`src/rtl/adder_mul_seq.sv`:
```
//-----------------------------------------------------------------------------
// adder_mul_seq
//
// Multi-cycle 32x32 unsigned shift-add multiplier. It has no adder of its
// own: for every iteration it borrows the execute stage's shared 32-bit
// carry-select adder through the o_adder*/i_adder* ports. One request is
// accepted through a valid/ready handshake. The 64-bit product is returned
// through a second valid/ready handshake.
//
// Optional build macro:
//   ADDER_MUL_EARLY_TERM_EN - When defined, the block finishes early once
//                             all remaining multiplier bits are zero. It
//                             aligns the partial product with a single
//                             right shift. The product values do not change.
//
// Ports:
//   i_clk_1            in   1   clock, rising edge
//   i_rstN_1           in   1   asynchronous active-low reset
//   i_inValid_1        in   1   request valid
//   o_inReady_1        out  1   block can accept a request (IDLE)
//   i_mulOperand1_32   in  32   multiplicand
//   i_mulOperand2_32   in  32   multiplier
//   o_outValid_1       out  1   product valid (DONE)
//   i_outReady_1       in   1   consumer accepts product
//   o_mulProduct_64    out 64   unsigned product; holds its last value
//   o_busy_1           out  1   high in CALC or DONE
//   o_adderOperand1_32 out 32   shared adder operand 1 (0 outside CALC)
//   o_adderOperand2_32 out 32   shared adder operand 2 (0 outside CALC)
//   o_adderCIn_1       out  1   shared adder carry-in, always 0
//   i_adderSum_32      in  32   shared adder sum
//   i_adderCOut_1      in   1   shared adder carry-out
//-----------------------------------------------------------------------------
`timescale 1ns/1ps

module adder_mul_seq #(
   parameter int ITERS = 32,  // iterations per multiply; must equal adder width
   parameter int CNT_W = 6    // iteration counter width; must hold ITERS
) (
   input  logic        i_clk_1,
   input  logic        i_rstN_1,
   input  logic        i_inValid_1,
   output logic        o_inReady_1,
   input  logic [31:0] i_mulOperand1_32,
   input  logic [31:0] i_mulOperand2_32,
   output logic        o_outValid_1,
   input  logic        i_outReady_1,
   output logic [63:0] o_mulProduct_64,
   output logic        o_busy_1,
   output logic [31:0] o_adderOperand1_32,
   output logic [31:0] o_adderOperand2_32,
   output logic        o_adderCIn_1,
   input  logic [31:0] i_adderSum_32,
   input  logic        i_adderCOut_1
);

   localparam logic [CNT_W-1:0] LAST_ITER = CNT_W'(ITERS - 1);

   typedef enum logic [1:0] {
      S_IDLE = 2'd0,
      S_CALC = 2'd1,
      S_DONE = 2'd2
   } state_t;

   state_t state, state_nxt;

   logic [31:0]      mcand;    // multiplicand, captured at accept
   logic [31:0]      hi;       // upper half of the running product
   logic [31:0]      lo;       // lower product bits shifted in over unconsumed multiplier bits
   logic [31:0]      mrem;     // multiplier bits not yet consumed
   logic [CNT_W-1:0] cnt;      // iterations completed
   logic [63:0]      product;  // registered result; survives the return to IDLE

   logic        in_calc;
   logic        last_iter;
   logic        finish;
   logic [31:0] hi_iter;
   logic [31:0] lo_iter;

   assign in_calc   = (state == S_CALC);
   assign last_iter = (cnt == LAST_ITER);

   // One shift-add step. The carry-out is the 33rd bit of the partial sum.
   // It must enter hi[31], or the result is wrong for full-range operands.
   assign hi_iter = {i_adderCOut_1, i_adderSum_32[31:1]};
   assign lo_iter = {i_adderSum_32[0], lo[31:1]};

`ifdef ADDER_MUL_EARLY_TERM_EN
   localparam logic [CNT_W-1:0] ITERS_C = CNT_W'(ITERS);

   logic        early;
   logic [63:0] aligned;

   // When no multiplier bits remain, every later iteration would only shift
   // right by one. That is ITERS-cnt shifts in total. They collapse into
   // one barrel shift here. No stale multiplier bits remain in lo, because
   // all of them are already zero.
   assign early   = (mrem == '0);
   assign aligned = {hi, lo} >> (ITERS_C - cnt);
   assign finish  = early || last_iter;
`else
   assign finish  = last_iter;
`endif

   //--------------------------------------------------------------------------
   // State register
   //--------------------------------------------------------------------------
   // NOTE: Clocked processes use non-blocking assignments (<=). Every
   // register then updates from the values it had before the edge, in
   // whatever order the blocks are evaluated.
   always_ff @(posedge i_clk_1 or negedge i_rstN_1) begin
      if (!i_rstN_1) begin
         state <= S_IDLE;
      end else begin
         state <= state_nxt;
      end
   end

   //--------------------------------------------------------------------------
   // Next-state logic
   //--------------------------------------------------------------------------
   // NOTE: state_nxt gets its default before the case statement. Every path
   // then assigns it, so no latch can be inferred.
   always_comb begin
      state_nxt = state;
      case (state)
         S_IDLE: if (i_inValid_1)  state_nxt = S_CALC;
         S_CALC: if (finish)       state_nxt = S_DONE;
         S_DONE: if (i_outReady_1) state_nxt = S_IDLE;
         default:                  state_nxt = S_IDLE;
      endcase
   end

   //--------------------------------------------------------------------------
   // Datapath registers
   //--------------------------------------------------------------------------
   always_ff @(posedge i_clk_1 or negedge i_rstN_1) begin
      if (!i_rstN_1) begin
         mcand   <= '0;
         hi      <= '0;
         lo      <= '0;
         mrem    <= '0;
         cnt     <= '0;
         product <= '0;
      end else begin
         case (state)
            S_IDLE: begin
               // Operands are sampled only here. Later changes on the
               // inputs cannot disturb a multiply that is in flight.
               if (i_inValid_1) begin
                  mcand <= i_mulOperand1_32;
                  hi    <= '0;
                  lo    <= i_mulOperand2_32;
                  mrem  <= i_mulOperand2_32;
                  cnt   <= '0;
               end
            end

            S_CALC: begin
`ifdef ADDER_MUL_EARLY_TERM_EN
               if (early) begin
                  {hi, lo} <= aligned;
                  product  <= aligned;
               end else
`endif
               begin
                  hi   <= hi_iter;
                  lo   <= lo_iter;
                  mrem <= mrem >> 1;
                  cnt  <= cnt + CNT_W'(1);
                  if (last_iter) begin
                     product <= {hi_iter, lo_iter};
                  end
               end
            end

            default: ;  // DONE: hold everything until the consumer takes it
         endcase
      end
   end

   //--------------------------------------------------------------------------
   // Outputs
   //--------------------------------------------------------------------------
   assign o_inReady_1     = (state == S_IDLE);
   assign o_outValid_1    = (state == S_DONE);
   assign o_busy_1        = (state != S_IDLE);
   assign o_mulProduct_64 = product;

   // The shared adder is driven only in CALC. In IDLE and DONE the operands
   // are zero, and another master may use the adder while o_busy_1 is low.
   assign o_adderOperand1_32 = in_calc ? hi : '0;
   assign o_adderOperand2_32 = (in_calc && lo[0]) ? mcand : '0;
   assign o_adderCIn_1       = 1'b0;

endmodule

```
`config.mk`:
```
export PLATFORM = sky130hd
export DESIGN_NAME = adder_mul_seq
export DESIGN_NICKNAME = d
export VERILOG_FILES = /design/src/rtl/adder_mul_seq.sv
export SDC_FILE = /design/constraint.sdc
export NUM_CORES = 1
export LEC_CHECK = 0
export ABC_AREA = 1
export CAP_MARGIN = 20
export CORE_ASPECT_RATIO = 1.2
export CORE_MARGIN = 2
export CORE_UTILIZATION = 45
export CTS_BUF_LIST = sky130_fd_sc_hd__clkbuf_4
export DETAILED_ROUTE_END_ITERATION = 10
export PLACE_DENSITY = 0.84
export SYNTH_ARGS = -nofsm -noshare
export SYNTH_HDL_FRONTEND = slang
export SYNTH_SLANG_ARGS = --single-unit
```
`constraint.sdc`:
```
create_clock -name i_clk_1 -period 1.7 [get_ports i_clk_1]
set_input_delay 0.17 -clock i_clk_1 [delete_from_list [all_inputs] [get_ports i_clk_1]]
set_output_delay 0.17 -clock i_clk_1 [all_outputs]
set_load 0.03 [all_outputs]
```
==> results of run 1 <==
-- report_power, final --
| part | internal, mW | switching, mW | total, mW |
|---|---|---|---|
| Combinational | 4.64 | 7.93 | 12.6 |
| Sequential | 5.77 | 0.932 | 6.70 |
| Clock | 0.901 | 1.42 | 2.33 |
-- flip-flops by register name, indices dropped and copies added (netlist names) --
| register | flops |
|---|---|
| lo | 32 |
| hi | 32 |
| cnt | 6 |
| o_mulProduct_64 | 64 |
| state | 2 |
| mcand | 32 |
-- per-layer routing --
layer  GRT usage (%)  part of all wire [%]
met5               0                     0
met4            7.16                   1.9
met3            4.68                   5.7
met2            40.6                    52
met1            30.8                    40
-- layout by cell type (no fill, tap or decap), types with 5 or more instances in the layout --
| cell | n |
|---|---|
| a21oi_1 | 33 |
| buf_12 | 11 |
| buf_4 | 46 |
| buf_6 | 43 |
| clkbuf_4 | 18 |
| clkdlybuf4s50_1 | 99 |
| dfrtp_1 | 167 |
| dlygate4sd2_1 | 64 |
| inv_1 | 69 |
| inv_6 | 5 |
| nand2_1 | 367 |
| nand3_1 | 68 |
| nor2_1 | 57 |
| nor2_2 | 8 |
| nor2_4 | 36 |
| o21ai_0 | 20 |
| o21ai_1 | 16 |
-- cell families (layout without fill, tap and decap cells) --
kind of cell / count (synthesis) / after routing / share of synthesized area, %
flops: 168 / 168 / 57.5
xor+xnor: 1 / 1 / 0.120
buf+inv: 128 / 375 / 8.05
fa+ha+maj: 1 / 1 / 0.171
other cells: 1 / 2 / 0.0513
simple gates: 543 / 543 / 29.3
compound gates: 70 / 70 / 4.79
-- per-stage QoR --
step,std cells,setup slack (ns),util [%]
final,1372,-0.171,66.3
after global routing,1372,-0.310,66.3
after CTS,1365,-0.194,64.7
after detailed placement,1322,0.130,60.5
after global placement,1322,0.171,60.5
after floorplan,912,0.253,-
-- what timing repair did --
| item | CTS | global route |
|---|---|---|
| hold buffers | 1 | 0 |
| hold endpoints to repair | 168 | 0 |
| buffers inserted | 6 | 5 |
| resized for setup | 162 | 50 |
| setup endpoints to repair | 131 | 81 |
| cloned | 4 | 2 |
-- critical path, delay by kind of cell, from the launching register on --
kind,cells,cell delay [ns]
DFF,1,0.42
and+or+nand+nor,3,0.25
buffers and inverters,4,0.50
-- layout make-up --
cell class	count	area, um^2
repair buffers	271	2790
multi-input cells	616	2840
flip-flops and latches	168	4210
well taps	212	265
clock buffers	18	135
fillers	1295	5420
inverters	72	273
clock inverters	14	146
diodes	1	2.50
-- Yosys cell counts --
cell,n,area [um^2]
a21oi_1,33,165
buf_1,1,3.75
buf_2,32,160
buf_4,8,60.1
buf_6,5,56.3
clkbuf_1,10,37.5
conb_1,1,3.75
dfrtp_1,168,4200
ha_1,1,12.5
inv_1,69,259
inv_2,3,11.3
nand2_1,370,1390
nand2_2,1,6.26
nand3_1,68,340
nand3_2,1,10.0
nand4_1,2,12.5
nor2_1,99,372
nor2_2,2,12.5
o21ai_0,20,100
o21ai_1,17,85.1
xnor2_1,1,8.76
-- worst max-delay path by stage --
stage | startpoint | end | cells past startpoint
floorplan | state[1]$_DFFE_PN0P_ | o_adderOperand2_32[10] | 6
global placement | state[0]$_DFFE_PN0P_ | o_inReady_1 | 2
detailed placement | state[0]$_DFFE_PN0P_ | o_inReady_1 | 2
CTS | state[1]$_DFFE_PN0P_ | o_adderOperand2_32[2] | 7
global route | state[1]$_DFFE_PN0P_ | o_adderOperand2_32[28] | 7
finish | state[1]$_DFFE_PN0P_ | o_adderOperand2_32[28] | 7
==> metrics.md, run 1 <==
| Metric | Value |
|---|---|
| Run status | `complete, but fails checks` |
| Violated checks | `setup timing` |
| Capturing point of the worst reg2reg path | `lo[11]$_DFFE_PN0P_` |
| F_max | `534 MHz` |
| Crit. End Element | `output port` |
| Register area share after synthesis | `57.5%` |
| Placed cell area | `9730 um^2` |
| Synthesis-to-finish area growth | `45.8%` |
| Sum Neg Setup Slack | `-8.07 ns` |
| Fin nets | `1248` |
| Max-Cap Viols | `0` |
| I/O Pins | `233` |
| Final Cycle Share | `110%` |
| # port buffers | `231` |
| Hold slack | `0.131 ns` |
| Clock root buffer | `clkbuf_4` |
| Max FO, Critical Path | `8` |
| Share of layout cells above drive strength 1 | `16.4%` |
| Die area | `17300 um^2` |
| Pwr dens | `2030 nW/um^2` |
| Drt first pass iters | `5` |
| Mapped Area | `7310 um^2` |
| First-pass GRT wire length | `32500 um` |
| Gr usage total | `23.8%` |
| Crit-path max cell delay | `0.42 ns` |
| Initial core utilization | `45.5%` |
| CP Launch Type | `register` |
| Netlist cell types | `21` |
| CP required | `1.53 ns` |
| Total Power | `21.6 mW` |
| Setup ws final | `-0.171 ns` |
| Final Critical Period | `1.87 ns` |
| Clock Latency Late Sink | `0.53 ns` |
| CORE AREA | `16100 um^2` |
| Worst R2R Path Depth | `10` |
| Num CTS Buffers | `17` |
| Vias in the first global route | `6330` |
| Initial drt markers | `405` |
| Min-Delay Path Class | `input pin to asynchronous set/reset pin` |
| Clock buffer depth | `2` |
| Clock slew at reported path FFs | `0.16 ns` |
| Initial antenna violation count | `1` |
| Vias per cell | `4.97` |
| DRC viols | `0` |
| CTS sink cnt | `168` |
| FF-to-FF Start | `state[1]$_DFFE_PN0P_` |
| Slowest cell on crit path | `dfrtp_1` |
| Pins Over Slew Limit | `0` |
| Die height | `144 um` |
| Routability cong. | `0.829` |
| Fin Clk Skew | `0.0199 ns` |
| Crit path DAT | `1.70 ns` |
| R2r setup slk | `0.13 ns` |
| Syn. warnings | `0` |
| Mean post-synth cell area | `8.01 um^2` |
| Routed length per instance | `15.1 um` |
| Peak supply drop | `0.000915 V` |
| Path type of the worst setup path | `register to output port` |
| Setup violations, final | `66` |
| Worst path cell trace | `inv_2 > nand2_4 > inv_4 > nand2_8 > clkbuf_16 > nor2_2 > buf_6` |
| CTS tree | `done` |
| Net Count, Synth | `1014` |
| Final hold vios | `0` |
| Seq cells post-synth | `168` |
| Synth Instances | `912` |
| Pin count of the biggest net entering global routing | `62` |
| RSZ-0062 raised after global routing | `yes` |
| Finished Cell Area | `10700 um^2` |
| Routed vias | `6817` |
| Dpl hpwl | `13200 um` |
| Antenna Violating Nets Remaining | `0` |
| FP Rows | `51` |
| Pleak | `5.53 nW` |
| Drt total wl | `20700 um` |
| Total grt overflow | `0` |
| H-tree levels | `4` |
| Chip Width | `120 um` |
Power figures use the tool's default switching activity.
==> inputs of run 2 (changes only) <==
CORE_UTILIZATION = 40   (was 45)
PLACE_DENSITY = 0.77   (was 0.84)
TNS_END_PERCENT = 20   (was default)
==> run 2 against run 1 <==
Compared with the run above:
- the flow still finishes with violations (setup timing)
- sequential power about the same
- combinational power is 4% higher
- clock power shrank 5%
- flip-flop and latch count stayed put
- clock skew is 0.0026 ns lower
- global-route usage shrank 1.8 points
- core utilization shrank 6.3 points
- fmax decreased by 1.1%
- wire length rose by 0.90%
- total power increased by 1.8%
- setup slack worse by 0.020 ns
- critical path type unchanged
==> metrics.md, run 2 (synthesized netlist as in run 1, its figures left out) <==
| Metric | Value |
|---|---|
| Run status | `complete, but fails checks (unchanged)` |
| Violated checks | `setup timing (unchanged)` |
| H-tree levels | `4 (unchanged)` |
| Max FO, Critical Path | `8 (unchanged)` |
| Clock root buffer | `clkbuf_4 (unchanged)` |
| First-pass GRT wire length | `34000 um (was 32500 um)` |
| Pwr dens | `2030 nW/um^2 (about the same)` |
| Total grt overflow | `0 (unchanged)` |
| Crit path DAT | `1.72 ns (was 1.70 ns)` |
| Drt total wl | `20900 um (was 20700 um)` |
| Most frequent cells in the layout | `nand2_1 (367), dfrtp_1 (167), clkdlybuf4s50_1 (99) (unchanged)` |
| CP Launch Type | `register (unchanged)` |
| I/O Pins | `233 (unchanged)` |
| Fin nets | `1244 (was 1248)` |
| Routability cong. | `0.822 (was 0.829)` |
| F_max | `529 MHz (was 534 MHz)` |
| CORE AREA | `18000 um^2 (was 16100 um^2)` |
| Multi-input gate area | `2950 um^2 (was 2840 um^2)` |
| DP Worst Slack | `0.0993 ns (was 0.130 ns)` |
| Clock Latency Late Sink | `0.56 ns (was 0.53 ns)` |
| Pin count of the biggest net entering global routing | `72 (was 62)` |
| Vias per cell | `4.86 (was 4.97)` |
| Finished Cell Area | `10800 um^2 (was 10700 um^2)` |
| Chip Width | `127 um (was 120 um)` |
| Vias in the first global route | `6652 (was 6330)` |
| Initial antenna violation count | `1 (unchanged)` |
| Routed length per instance | `15.1 um (about the same)` |
| CTS sink cnt | `168 (unchanged)` |
| Pins Over Slew Limit | `0 (unchanged)` |
| Crit. End Element | `output port (unchanged)` |
| FP Rows | `54 (was 51)` |
| RSZ-0062 raised after global routing | `yes (unchanged)` |
| Clock slew at reported path FFs | `0.14 ns (was 0.16 ns)` |
| Placed cell area | `9710 um^2 (was 9730 um^2)` |
| Pleak | `5.54 nW (was 5.53 nW)` |
| CP required | `1.53 ns (about the same)` |
| Fin Clk Skew | `0.0172 ns (was 0.0199 ns)` |
| Setup ws final | `-0.191 ns (was -0.171 ns)` |
| Initial core utilization | `40.5% (was 45.5%)` |
| Gr usage total | `22.0% (was 23.8%)` |
| Path type of the worst setup path | `register to output port (unchanged)` |
| Peak supply drop | `0.000772 V (was 0.000915 V)` |
| Dpl hpwl | `12900 um (was 13200 um)` |
| Setup violations, final | `65 (was 66)` |
| DRC viols | `0 (unchanged)` |
| Max FFs per register | `64 (unchanged)` |
| Final hold vios | `0 (unchanged)` |
| # port buffers | `231 (unchanged)` |
| Share of layout cells above drive strength 1 | `17.8% (was 16.4%)` |
| Min-Delay Path Class | `input pin to asynchronous set/reset pin (unchanged)` |
| Commonest non-fill, non-tap cell in the layout | `nand2_1 (unchanged)` |
| Num CTS Buffers | `17 (unchanged)` |
| Synthesis-to-finish area growth | `48.1% (was 45.8%)` |
| Initial drt markers | `405 (unchanged)` |
| Drt first pass iters | `5 (unchanged)` |
| Seq. cell area | `4210 um^2 (unchanged)` |
| Max-Cap Viols | `0 (unchanged)` |
| Antenna Violating Nets Remaining | `0 (unchanged)` |
| Die area | `19400 um^2 (was 17300 um^2)` |
| Clock buffer depth | `2 (unchanged)` |
| Sum Neg Setup Slack | `-10.06 ns (was -8.07 ns)` |
| Routed vias | `6712 (was 6817)` |
| Die height | `152 um (was 144 um)` |
| Final Critical Period | `1.89 ns (was 1.87 ns)` |
| Final Cycle Share | `111% (was 110%)` |
| CTS tree | `done (unchanged)` |
| FILL cells | `1600 (was 1295)` |
-- run 2: per-layer routing --
| metal | part of all wire [%] | global-route usage (%) | vias to the layer above |
|---|---|---|---|
| li1 | - | - | 3256 |
| met1 | 42 | 28.2 | 3180 |
| met2 | 50 | 37.0 | 240 |
| met3 | 5.6 | 4.30 | 36 |
| met4 | 2.8 | 8.11 | 0 |
| met5 | 0 | 0 | - |
-- run 2: what timing repair did --
action | in CTS | in global routing
pin swaps | 3 | 1
gates resized for setup | 247 | 27
cloned | 6 | 1
hold buffers | 1 | 0
setup buffers | 7 | 0
setup endpoints to repair | 131 | 166
hold endpoints to repair | 168 | 0
-- run 2: metrics by stage --
step	util, %	total power, mW	hold slack (ns)	instances
floorplan	-	13.5	-0.126	912
global placement	53.8	17.7	0.102	1332
detailed placement	53.8	17.9	0.106	1332
CTS	59.3	21.7	0.0205	1378
global route	60.0	23.4	0.0297	1380
finish	60.0	22.0	0.0648	1380
-- run 2: where the power goes --
part           total, mW  internal [mW]  switching [mW]
logic               13.1           4.91            8.15
clock network       2.21          0.729            1.48
registers           6.69           5.77           0.926
-- run 2: critical path: stages (launching register included) --
cell     delay (ns)
dfrtp_1        0.42
inv_2          0.08
nand2_4        0.07
inv_4          0.08
nand2_8        0.09
buf_16         0.18
nor2_2         0.11
buf_6          0.14
-- run 2: path summary, 6_finish.rpt --
check	from	to	slack, ns	depth (start not counted)
hold / removal	i_rstN_1	o_mulProduct_64[4]$_DFFE_PN0P_	0.06	2
min in group i_clk_1	i_outReady_1	state[1]$_DFFE_PN0P_	0.15	2
setup / recovery	state[1]$_DFFE_PN0P_	o_adderOperand2_32[23]	-0.19	7
setup reg to reg	state[1]$_DFFE_PN0P_	o_mulProduct_64[35]$_DFFE_PN0P_	0.12	8
hold reg to reg	o_mulProduct_64[3]$_DFFE_PN0P_	o_mulProduct_64[3]$_DFFE_PN0P_	0.48	2
max in group asynchronous	i_rstN_1	o_mulProduct_64[53]$_DFFE_PN0P_	0.92	3
-- run 2: cell type report --
type | count | share of cell area (%)
diodes | 1 | 0.0231
clock buffers | 17 | 1.18
clock inverters | 15 | 1.19
inverters | 72 | 2.52
multi-input cells | 616 | 27.3
flip-flops and latches | 168 | 38.9
well taps | 224 | 2.59
repair buffers | 267 | 26.4
